<file path="config.mk">
export PLATFORM = sky130hd
export DESIGN_NAME = decode_queue
export DESIGN_NICKNAME = d
export VERILOG_FILES = /design/src/rtl/decode_queue.sv
export SDC_FILE = /design/constraint.sdc
export NUM_CORES = 1
export LEC_CHECK = 0
export BUFFER_PORTS_ARGS = -buffer_cell sky130_fd_sc_hd__buf_2
export CORE_MARGIN = 8
export CORE_UTILIZATION = 50
export DETAILED_ROUTE_END_ITERATION = 16
export PLACE_DENSITY_LB_ADDON = 0.3
export SETUP_SLACK_MARGIN = 0.1
export SYNTH_ARGS = -nofsm -noshare
export SYNTH_HDL_FRONTEND = slang
export SYNTH_SLANG_ARGS = --single-unit
</file>
<file path="constraint.sdc">
create_clock -name clk -period 7.7 [get_ports clk]
set_input_delay 1.925 -clock clk [delete_from_list [all_inputs] [get_ports clk]]
set_output_delay 1.925 -clock clk [all_outputs]
set_load 0.005 [all_outputs]
</file>
<file path="src/rtl/decode_queue.sv">
`default_nettype none
// ============================================================================
// Module      : decode_queue
// Description : DEPTH-entry FIFO of decoded instructions between decode and
//               execute, with valid/ready handshakes on both sides,
//               synchronous flush, and a combinational lookup of pending
//               register writes for the decoder's source operands.
//
// Ports       :
//   clk, rst_n            clock (rising edge) / async active-low reset
//   flush_in              kill all queued entries and this cycle's enqueue
//   in_valid / in_ready   enqueue handshake (in_ready = count < DEPTH)
//   in_pc, in_payload,
//   in_rd, in_rd_write,
//   in_bp_taken           fields of the offered entry
//   out_valid / out_ready dequeue handshake (out_valid = count != 0)
//   out_pc, out_payload,
//   out_rd, out_rd_write,
//   out_bp_taken          fields of the head entry
//   query_rs1/2           source registers to check for pending writes
//   hazard_rs1/2_out      a queued entry will write that register
//   count_out             occupancy
//   full_out, empty_out   count == DEPTH / count == 0
//
// Revision    : 1.0  initial release
// ============================================================================
module decode_queue #(
  parameter int DEPTH     = 4,
  parameter int PAYLOAD_W = 160,
  parameter int PC_W      = 64,
  parameter int REG_W     = 9
) (
  input  logic                         clk,
  input  logic                         rst_n,
  input  logic                         flush_in,
  input  logic                         in_valid,
  output logic                         in_ready,
  input  logic [PC_W-1:0]              in_pc,
  input  logic [PAYLOAD_W-1:0]         in_payload,
  input  logic [REG_W-1:0]             in_rd,
  input  logic                         in_rd_write,
  input  logic                         in_bp_taken,
  output logic                         out_valid,
  input  logic                         out_ready,
  output logic [PC_W-1:0]              out_pc,
  output logic [PAYLOAD_W-1:0]         out_payload,
  output logic [REG_W-1:0]             out_rd,
  output logic                         out_rd_write,
  output logic                         out_bp_taken,
  input  logic [REG_W-1:0]             query_rs1,
  input  logic [REG_W-1:0]             query_rs2,
  output logic                         hazard_rs1_out,
  output logic                         hazard_rs2_out,
  output logic [$clog2(DEPTH+1)-1:0]   count_out,
  output logic                         full_out,
  output logic                         empty_out
);

  localparam int PTR_W = $clog2(DEPTH);
  localparam int CNT_W = $clog2(DEPTH + 1);
  localparam logic [CNT_W-1:0] FULL_CNT = CNT_W'(DEPTH);

  // Entry storage: not reset; only slot_valid qualifies its contents.
  logic [PC_W-1:0]      pc_mem      [DEPTH];
  logic [PAYLOAD_W-1:0] payload_mem [DEPTH];
  logic [REG_W-1:0]     rd_mem      [DEPTH];
  logic [DEPTH-1:0]     rd_write_mem;
  logic [DEPTH-1:0]     bp_mem;

  logic [DEPTH-1:0]     slot_valid;
  logic [PTR_W-1:0]     head;
  logic [PTR_W-1:0]     tail;
  logic [CNT_W-1:0]     count;

  logic                 enq;
  logic                 deq;
  logic [DEPTH-1:0]     match_rs1;
  logic [DEPTH-1:0]     match_rs2;

  // Handshake status comes only from registered count, so there is no
  // combinational path from in_valid/out_ready to in_ready/out_valid.
  assign in_ready  = (count != FULL_CNT);
  assign out_valid = (count != '0);
  assign full_out  = (count == FULL_CNT);
  assign empty_out = (count == '0);
  assign count_out = count;

  assign enq = in_valid  & in_ready  & ~flush_in;
  assign deq = out_valid & out_ready & ~flush_in;

  // Control state: pointers, occupancy and per-slot valid bits.
  always_ff @(posedge clk or negedge rst_n) begin
    if (!rst_n) begin
      head       <= '0;
      tail       <= '0;
      count      <= '0;
      slot_valid <= '0;
    end else if (flush_in) begin
      head       <= '0;
      tail       <= '0;
      count      <= '0;
      slot_valid <= '0;
    end else begin
      // head == tail with both enq and deq cannot occur: that pointer
      // equality means empty (no deq) or full (no enq).
      if (enq) begin
        tail             <= tail + PTR_W'(1);
        slot_valid[tail] <= 1'b1;
      end
      if (deq) begin
        head             <= head + PTR_W'(1);
        slot_valid[head] <= 1'b0;
      end
      case ({enq, deq})
        2'b10:   count <= count + CNT_W'(1);
        2'b01:   count <= count - CNT_W'(1);
        default: count <= count;
      endcase
    end
  end

  // Entry data written at tail on accepted enqueue.
  always_ff @(posedge clk) begin
    if (enq) begin
      pc_mem[tail]       <= in_pc;
      payload_mem[tail]  <= in_payload;
      rd_mem[tail]       <= in_rd;
      rd_write_mem[tail] <= in_rd_write;
      bp_mem[tail]       <= in_bp_taken;
    end
  end

  // Head entry presented straight from storage (no fall-through path).
  assign out_pc       = pc_mem[head];
  assign out_payload  = payload_mem[head];
  assign out_rd       = rd_mem[head];
  assign out_rd_write = rd_write_mem[head];
  assign out_bp_taken = bp_mem[head];

  // Pending-write lookup over stored slots only; an entry leaving this
  // cycle is still counted because its valid bit clears at the edge.
  for (genvar i = 0; i < DEPTH; i++) begin : g_slot_match
    assign match_rs1[i] = slot_valid[i] & rd_write_mem[i] & (rd_mem[i] == query_rs1);
    assign match_rs2[i] = slot_valid[i] & rd_write_mem[i] & (rd_mem[i] == query_rs2);
  end

  // Register 0 is hardwired, so it never carries a hazard.
  assign hazard_rs1_out = (query_rs1 != '0) & (|match_rs1);
  assign hazard_rs2_out = (query_rs2 != '0) & (|match_rs2);

endmodule
`default_nettype wire

</file>
==> flow_metrics.py, run 1 <==
metrics = {
    "outcome": {
        "status": "complete, no violations",
    },
    "sta": {
        "fin_skew_ps": 22.19,
        "drv_slew": 0,
        "clock.fmax_ghz": 0.1972,
        "rsz0062_at_grt": "false",
        "maxSlewHeadroom": 0.3143,
        "hold_viol": 0,
        "fin_setup_tns_ps": 0,
        "setup_viol": 0,
        "worst_slew_pin_slew_ps": 1029,
        "whs_ps": 612.8,
        "fin_crit_sh": 0.6585,
        "finalCriticalPeriod_ps": 5070,
    },
    "setup_path": {
        "path_cells": "buf_2 > xnor2_1 > nand4_1 > nor4_1 > nor4_1 > a31oi_1 > buf_2",
        "r2r_end": "pc_mem[3][38]",
        "path_max_fanout": 5,
        "critical_path_required_ps": 5780,
        "critical_path_class": "primary input to output pin",
        "cpPeakStageDelay_ps": 360,
        "rr_worst_depth": 5,
        "r2r-start": "count_out[2]",
        "critPathArrivalTime_ps": 3150,
        "slowest_stage": "nor4_1",
        "ff2ff_setup_slack_ps": 4660,
        "cp-start-kind": "primary input",
        "end_kind": "output pin",
    },
    "power": {
        "power.leakage_nw": 13.84,
        "pwr_density_cell_mw_per_mm2": 318.1,
        "peakVddDrop_mv": 0.2833,
    },
    "cells_and_area": {
        "layout_commonest_cell": "edfxtp_1",
        "nets": 2233,
        "nFillCells": 5108,
        "layout_common_cells": "edfxtp_1, buf_2, mux4_2",
        "stdcell_area_mm2": 0.04201,
        "drive_above_1_share": 0.4352,
        "area_growth_pct": 18.49,
    },
    "placement": {
        "dpl_cell_area_mm2": 0.03898,
        "place_congestion": 0.8342,
        "port-buffer-count": 501,
        "hpwl_um": 50590,
    },
    "floorplanning": {
        "core_region_area_mm2": 0.07015,
        "initial_core_util": 0.5055,
        "die_w_um": 282.3,
        "die_h_um": 282.3,
        "pin_count": 502,
        "rows": 97,
        "die_area_mm2": 0.07969,
    },
    "global_routing": {
        "antenna_found_initial": 35,
        "gr-max-usage-layer": "met2",
        "grt_pass1_vias": 17267,
        "grt_pass1_wl_um": 113800,
        "use_met3": 0.05410,
        "grt_start_max_net_pins": 121,
        "globalRouteOverflowTotal": 0,
        "grt_use_total": 0.1934,
        "met1_usage": 0.2327,
        "met2_usage": 0.3275,
    },
    "flow_run": {
        "drv_cap": 0,
    },
    "synth": {
        "syn-num-nets": 1693,
        "yosysTopAreaCellShare": 0.7961,
        "postSynthCellCount": 1426,
        "seq_area_frac_synth": 0.8038,
        "yosysWarningCount": 0,
        "synth_cell_types": 31,
        "synth-seq-cells": 951,
        "avgSynthCellArea_um2": 24.87,
        "yosysTopAreaCell": "edfxtp_1",
        "synth.area.top_cells": "edfxtp_1, mux4_2, xnor2_1",
        "netlist_area_mm2": 0.03546,
    },
    "clock_network": {
        "cts_tree": "yes",
        "numCtsBuffers": 93,
        "cts_resized": 0,
        "cts_hold_buffers": 0,
        "max-clock-path-buffers": 3,
        "cts_max_level": 3,
        "cts-root-buf": "clkbuf_16",
        "cts_sinks": 951,
        "worstSkewPairLatency_ps": 630,
        "post-cts-setup-buffer-count": 0,
        "clkSlewWorstSetupHoldPaths_ps": 60,
    },
    "worst_hold_path": {
        "min_to": "tail[1]",
        "min_delay_path_depth": 2,
        "min_path_type": "flip-flop to flip-flop",
        "hold_start": "tail[1]",
    },
    "detailed_routing": {
        "drtAntennaViolNets": 0,
        "wl_um": 78830,
        "drc": 0,
        "detail_route.wl_per_cell_um": 26.28,
        "drtIter0Drc": 1210,
        "dr.pass1.iters": 4,
        "avgViaCountPerCell": 5.511,
        "vias": 16534,
    },
}
[flip-flops by register name (all words and copies together), names as in the netlist]
register,flops
bp_mem,4
rd_write_mem,4
head,2
payload_mem,640
pc_mem,256
tail,2
slot_valid,4
rd_mem,36
count_out,3
[power by group]
part           internal [mW]  switching [mW]
sequential              6.04           0.154
clock                   2.55            1.83
combinational           1.39            1.40
total                   9.98            3.38
[critical path: cells and delay by family]
kind | cells | cell delay, ps
compound gates | 1 | 140
xor+xnor | 1 | 150
buf+inv | 2 | 340
simple gates | 3 | 590
[final cells by class]
type / instances / area, um^2 / area share
clock inverter: 40 / 498.0 / 0.01185
clock buffer: 127 / 2485 / 0.05914
multi-input combinational: 395 / 6536 / 0.1556
sequential: 951 / 28510 / 0.6786
tap: 940 / 1176 / 0.02799
antenna: 22 / 55.05 / 0.001310
inverter: 7 / 31.28 / 0.0007445
timing repair buffer: 518 / 2723 / 0.06480
[per-stage QoR]
step / std cells / worst slack (ps) / utilization / total power [mW]
finish: 3000 / 2630 / 0.5989 / 13.37
global route: 2996 / 2356 / 0.5988 / 13.90
floorplan: 1426 / 2237 / - / 8.019
global placement: 2811 / 2620 / 0.5556 / 9.156
detailed placement: 2811 / 2610 / 0.5556 / 9.183
CTS: 2978 / 2514 / 0.5981 / 13.57
[cell families after synthesis]
| kind of cell | synth area share |
|---|---|
| buffers and inverters | 0.01210 |
| AOI/OAI and AO/OA | 0.003105 |
| DFF | 0.8038 |
| xor gates and xnor gates | 0.01923 |
| adders and majority gates | 0.003388 |
| muxes | 0.1495 |
| and+or+nand+nor | 0.008787 |
[metal layers]
layer	share of wire	vias to the layer above
met5	0.0012	-
met4	0.037	16
met3	0.070	152
met2	0.52	525
met1	0.37	8683
li1	-	7158
[Yosys cell counts]
library cell and instances:
fa_1 1, xor2_1 24, a21oi_1 7, nand2_1 7, ha_1 8, inv_1 6, xnor2_1 52, nand2_4 1
buf_4 25, nor2_1 13, nand4b_1 1, o21ai_2 2, nor4_1 14, or3_1 1, buf_1 5, a31oi_1 3
xnor2_2 1, mux2i_1 1, clkbuf_1 19, nand4_1 12, or3b_4 1, buf_2 24, and2_1 4, nor2_2 1
nor3_1 1, a211oi_1 4, dfrtp_1 11, o31a_1 1, mux4_2 235, clkinv_4 1, edfxtp_1 940
[worst max path at each step]
stage                       from               to  slack, ps  cells past startpoint
floorplan               in_valid        bp_mem[0]       2240                      3
global placement    query_rs1[0]   hazard_rs1_out       2620                      7
detailed placement  query_rs1[5]   hazard_rs1_out       2610                      7
CTS                      head[0]  out_payload[99]       2510                      3
global route             head[0]       out_pc[32]       2360                      3
finish              query_rs1[6]   hazard_rs1_out       2630                      7
Power figures use the tool's default switching activity.
==> run 2, diff against run 1 <==
- clock period: 7.7 -> 4.5 ns (I/O delays scaled with it)
==> flow_metrics.py, run 2 (synthesized netlist as in run 1, its figures left out) <==
metrics = {
    "power": {
        "p_comb_frac": 0.214,
        "power.leakage_nw": 14.13,
        "peakVddDrop_mv": 0.4381,
        "total_power_mw": 23.30,
        "power.share.switching": 0.2553,
        "netSwitchingPower_mw": 5.948,
        "power_frac_seq": 0.455,
        "share_clk_of_total_power": 0.331,
        "pwr_density_cell_mw_per_mm2": 547.6,
        "power.internal_mw": 17.35,
    },
    "clock_network": {
        "worstSkewPairLatency_ps": 650,
        "cts_sinks": 951,
        "clkSlewWorstSetupHoldPaths_ps": 60,
        "cts_resized": 0,
        "cts-root-buf": "clkbuf_16",
        "cts_hold_buffers": 0,
        "cts_max_level": 3,
        "cts_tree": "yes",
        "post-cts-setup-buffer-count": 0,
        "numCtsBuffers": 96,
        "max-clock-path-buffers": 3,
    },
    "setup_path": {
        "critical_path_required_ps": 3380,
        "cp-start-kind": "flip-flop",
        "critPathArrivalTime_ps": 2710,
        "ff2ff_setup_slack_ps": 1890,
        "critical_path_class": "flip-flop to output pin",
        "slowest_stage": "dfrtp_4",
        "path_max_fanout": 26,
        "end_kind": "output pin",
        "cpPeakStageDelay_ps": 880,
        "path_delay_family": "flip-flops",
        "critPathBufInv": 2,
        "path_cells": "buf_4 > mux4_2 > buf_2",
    },
    "sta": {
        "fin_skew_ps": 27.03,
        "finalCriticalPeriod_ps": 3831,
        "drv_slew": 0,
        "rsz0062_at_grt": "false",
        "setup_ws_ps": 668.8,
        "setup_viol": 0,
        "hold_viol": 0,
        "clock.fmax_ghz": 0.2610,
        "fin_crit_sh": 0.8514,
        "fin_setup_tns_ps": 0,
        "worst_slew_pin_slew_ps": 886.4,
        "maxSlewHeadroom": 0.4091,
        "whs_ps": 359.2,
    },
    "placement": {
        "dpl_cell_area_mm2": 0.03938,
        "place_congestion": 0.8027,
        "hpwl_um": 54370,
        "placedCellCount": 2840,
        "pre_cts_slack_ps": 858.8,
        "port-buffer-count": 501,
    },
    "floorplanning": {
        "rows": 97,
        "die_h_um": 282.3,
        "pin_count": 502,
        "core_region_area_mm2": 0.07015,
        "die_w_um": 282.3,
        "die_area_mm2": 0.07969,
        "initial_core_util": 0.5055,
    },
    "global_routing": {
        "grt_pass1_vias": 17817,
        "grt_pass1_wl_um": 116500,
        "globalRouteOverflowTotal": 0,
        "antenna_found_initial": 32,
        "grt_use_total": 0.1973,
        "grt_start_max_net_pins": 64,
    },
    "cells_and_area": {
        "stdcell_area_mm2": 0.04254,
        "final_core_util": 0.6065,
        "layout_common_cells": "edfxtp_1, buf_2, mux4_2",
        "layout_commonest_cell": "edfxtp_1",
        "area_growth_pct": 19.99,
        "layout.cells.non_filler": 3039,
        "drive_above_1_share": 0.4483,
        "largestRegisters": "payload_mem x640, pc_mem x256, rd_mem x36",
        "nFillCells": 5045,
        "nets": 2265,
        "max_flop_register": "payload_mem",
        "largest_register_ffs": 640,
    },
    "detailed_routing": {
        "top_layer": "met5",
        "dr_wl_met2_um": 42480,
        "dr.pass1.iters": 4,
        "detail_route.wl_per_cell_um": 26.47,
        "drtIter0Drc": 1102,
        "avgViaCountPerCell": 5.504,
        "met1_length_um": 29840,
        "drtAntennaViolNets": 0,
        "wl_um": 80440,
        "vias": 16726,
        "met3RoutedLength_um": 5558,
        "drc": 0,
    },
    "outcome": {
        "status": "complete, no violations",
    },
    "flow_run": {
        "drv_cap": 0,
    },
    "worst_hold_path": {
        "min_path_type": "primary input to async pin",
    },
}
[run 2: changes by cell type in the layout (fill, tap and decap cells not counted), sizes merged]
cell	previous run	this run
clkinv	29	47
buf	518	547
clkbuf	127	120
clkinvlp	0	1
diode	22	20
[run 2: final timing paths]
| check | from | endpoint | cells past startpoint |
|---|---|---|---|
| max | head[0] | out_pc[56] | 3 |
| min | rst_n | count_out[0] | 1 |
| max reg2reg | count_out[2] | payload_mem[0][146] | 5 |
| min reg2reg | tail[1] | tail[1] | 2 |
| max in group asynchronous | rst_n | head[1] | 1 |
| min in group clk | tail[1] | tail[1] | 2 |
[run 2: cell type report]
class | count | area [um^2] | share of cell area
Antenna cell | 20 | 50.05 | 0.001176
Multi-Input combinational cell | 395 | 6536 | 0.1536
Tap cell | 940 | 1176 | 0.02764
Inverter | 7 | 31.28 | 0.0007352
Timing Repair Buffer | 547 | 3128 | 0.07352
Clock inverter | 59 | 579.3 | 0.01362
Clock buffer | 120 | 2534 | 0.05955
Sequential cell | 951 | 28510 | 0.6701
[run 2: routing by layer]
| layer | up-vias | GRT usage |
|---|---|---|
| li1 | 7248 | - |
| met1 | 8815 | 0.2361 |
| met2 | 502 | 0.3413 |
| met3 | 147 | 0.05443 |
| met4 | 14 | 0.07465 |
| met5 | - | 0 |
[run 2: power by group through the flow]
| stage | clock [mW] | combinational, mW | sequential (mW) |
|---|---|---|---|
| floorplan | 0 | 3.04 | 10.7 |
| global placement | 0 | 5.10 | 10.8 |
| detailed placement | 0 | 5.12 | 10.8 |
| CTS | 7.87 | 5.14 | 10.6 |
| global route | 8.20 | 5.35 | 10.7 |
| finish | 7.70 | 4.99 | 10.6 |
[run 2: worst reg2reg max path, delay by kind of cell (launching register included)]
family | cells | cell delay (ps)
flip-flops | 1 | 440
AND/OR/NAND/NOR | 4 | 1370
buffers and inverters | 1 | 470
==> run 3, diff against run 2 <==
- BUFFER_PORTS_ARGS: -buffer_cell sky130_fd_sc_hd__buf_2 -> -buffer_cell sky130_fd_sc_hd__buf_4
- RECOVER_POWER: unset -> 100
==> flow_metrics.py, run 3 (synthesized netlist as in run 1, its figures left out) <==
metrics = {
    "cells_and_area": {
        "stdcell_area_mm2": 0.04207,
        "drive_above_1_share": 0.2443,
        "regArea_mm2": 0.02851,
        "nets": 2271,
        "nFillCells": 5276,
        "layout_common_cells": "edfxtp_1, clkbuf_1, mux4_2",
        "layout_commonest_cell": "edfxtp_1",
        "area_growth_pct": 18.64,
        "max_flop_register": "payload_mem",
        "largestRegisters": "payload_mem x640, pc_mem x256, rd_mem x36",
        "final_core_util": 0.5997,
        "largest_register_ffs": 640,
        "multi_input_area_mm2": 0.006510,
    },
    "setup_path": {
        "ff2ff_setup_slack_ps": 580,
        "path_max_fanout": 50,
        "critical_path_class": "flip-flop to output pin",
        "startpoint": "head[1]",
        "rr_worst_depth": 5,
        "critPathArrivalTime_ps": 3030,
        "r2r-start": "count_out[0]",
        "r2r_end": "payload_mem[3][143]",
        "cp-start-kind": "flip-flop",
        "critical_path_required_ps": 3380,
        "end_kind": "output pin",
    },
    "power": {
        "pwr_density_cell_mw_per_mm2": 553.0,
        "power.leakage_nw": 12.98,
        "peakVddDrop_mv": 0.4024,
    },
    "clock_network": {
        "max-clock-path-buffers": 3,
        "post-cts-setup-buffer-count": 0,
        "cts_hold_buffers": 0,
        "cts-root-buf": "clkbuf_16",
        "worstSkewPairLatency_ps": 640,
        "clkSlewWorstSetupHoldPaths_ps": 60,
        "cts_tree": "yes",
        "cts_max_level": 3,
        "cts_sinks": 951,
        "numCtsBuffers": 94,
        "cts_resized": 0,
    },
    "placement": {
        "dpl_cell_area_mm2": 0.04070,
        "port-buffer-count": 501,
        "place_congestion": 0.8381,
        "hpwl_um": 55130,
    },
    "floorplanning": {
        "rows": 97,
        "die_h_um": 282.3,
        "initial_core_util": 0.5055,
        "core_region_area_mm2": 0.07015,
        "die_area_mm2": 0.07969,
        "die_w_um": 282.3,
        "pin_count": 502,
    },
    "sta": {
        "fin_skew_ps": 21.21,
        "hold_viol": 0,
        "fin_crit_sh": 0.9229,
        "drv_slew": 74,
        "clock.fmax_ghz": 0.2408,
        "maxSlewHeadroom": -0.1672,
        "whs_ps": 490.1,
        "setup_viol": 0,
        "rsz0062_at_grt": "false",
        "finalCriticalPeriod_ps": 4153,
        "worst_slew_pin_slew_ps": 1751,
    },
    "global_routing": {
        "grt_pass1_vias": 17796,
        "grt_pass1_wl_um": 117600,
        "globalRouteOverflowTotal": 0,
        "grt_start_max_net_pins": 74,
        "antenna_found_initial": 19,
        "grt_use_total": 0.1997,
    },
    "detailed_routing": {
        "dr_wl_met2_um": 43130,
        "drtIter0Drc": 1215,
        "detail_route.wl_per_cell_um": 26.70,
        "met1_length_um": 29770,
        "met3RoutedLength_um": 5586,
        "vias": 16722,
        "wl_um": 80920,
        "drc": 0,
        "dr.pass1.iters": 5,
        "top_layer": "met5",
        "drtAntennaViolNets": 0,
        "avgViaCountPerCell": 5.517,
    },
    "worst_hold_path": {
        "min_path_type": "primary input to async pin",
    },
    "outcome": {
        "status": "finished with violations",
        "violations": "max-capacitance violations, max-slew violations",
    },
    "flow_run": {
        "drv_cap": 2,
    },
}
[run 3: cell types whose count changed in the layout (fill, tap and decap cells not counted), sizes merged]
cell / delta
clkbuf: +500
buf: -495
clkinv: -13
bufinv: +4
diode: -4
[run 3: area by class of cell]
| type | instances | share of cell area |
|---|---|---|
| diodes | 16 | 0.0009518 |
| multi-input cells | 395 | 0.1548 |
| clock inverters | 50 | 0.01541 |
| clock buffers | 117 | 0.05848 |
| inverters | 7 | 0.0006544 |
| well taps | 940 | 0.02796 |
| flip-flops and latches | 951 | 0.6777 |
| repair buffers | 555 | 0.06413 |
[run 3: how the worst max path moves through the flow]
| stage | endpoint | cells after the start | slack [ps] |
|---|---|---|---|
| floorplan | bp_mem[0] | 3 | -160 |
| global placement | hazard_rs1_out | 7 | 1110 |
| detailed placement | hazard_rs1_out | 7 | 1070 |
| CTS | out_payload[100] | 3 | 420 |
| global route | out_payload[149] | 3 | 200 |
| finish | out_payload[149] | 3 | 350 |
[run 3: worst max-delay path, stage by stage, from the launching register on]
cell	delay, ps
dfrtp_2	1360
clkbuf_2	460
mux4_2	360
clkbuf_4	160
[run 3: power breakdown]
| part | leakage (nW) | internal (mW) | switching (mW) | total, mW |
|---|---|---|---|---|
| clock network | 1.51 | 4.59 | 3.19 | 7.78 |
| registers | 8.68 | 10.3 | 0.283 | 10.6 |
| logic | 2.80 | 2.41 | 2.45 | 4.85 |
[run 3: metal layers]
layer	track usage	vias to the layer above
li1	-	7237
met1	0.2388	8849
met2	0.3494	505
met3	0.05096	125
met4	0.07360	6
met5	0	-
[run 3: through the flow]
step           setup WS, ps  power [mW]  TNS (ps)  instances
6_report              347.1       23.26         0       3031
4_1_cts               416.8       24.31         0       3015
3_3_place_gp           1106       16.45         0       2848
2_1_floorplan        -162.5       13.72   -152770       1426
3_5_place_dp           1069       16.50         0       2848
5_1_grt               197.2       24.18         0       3024
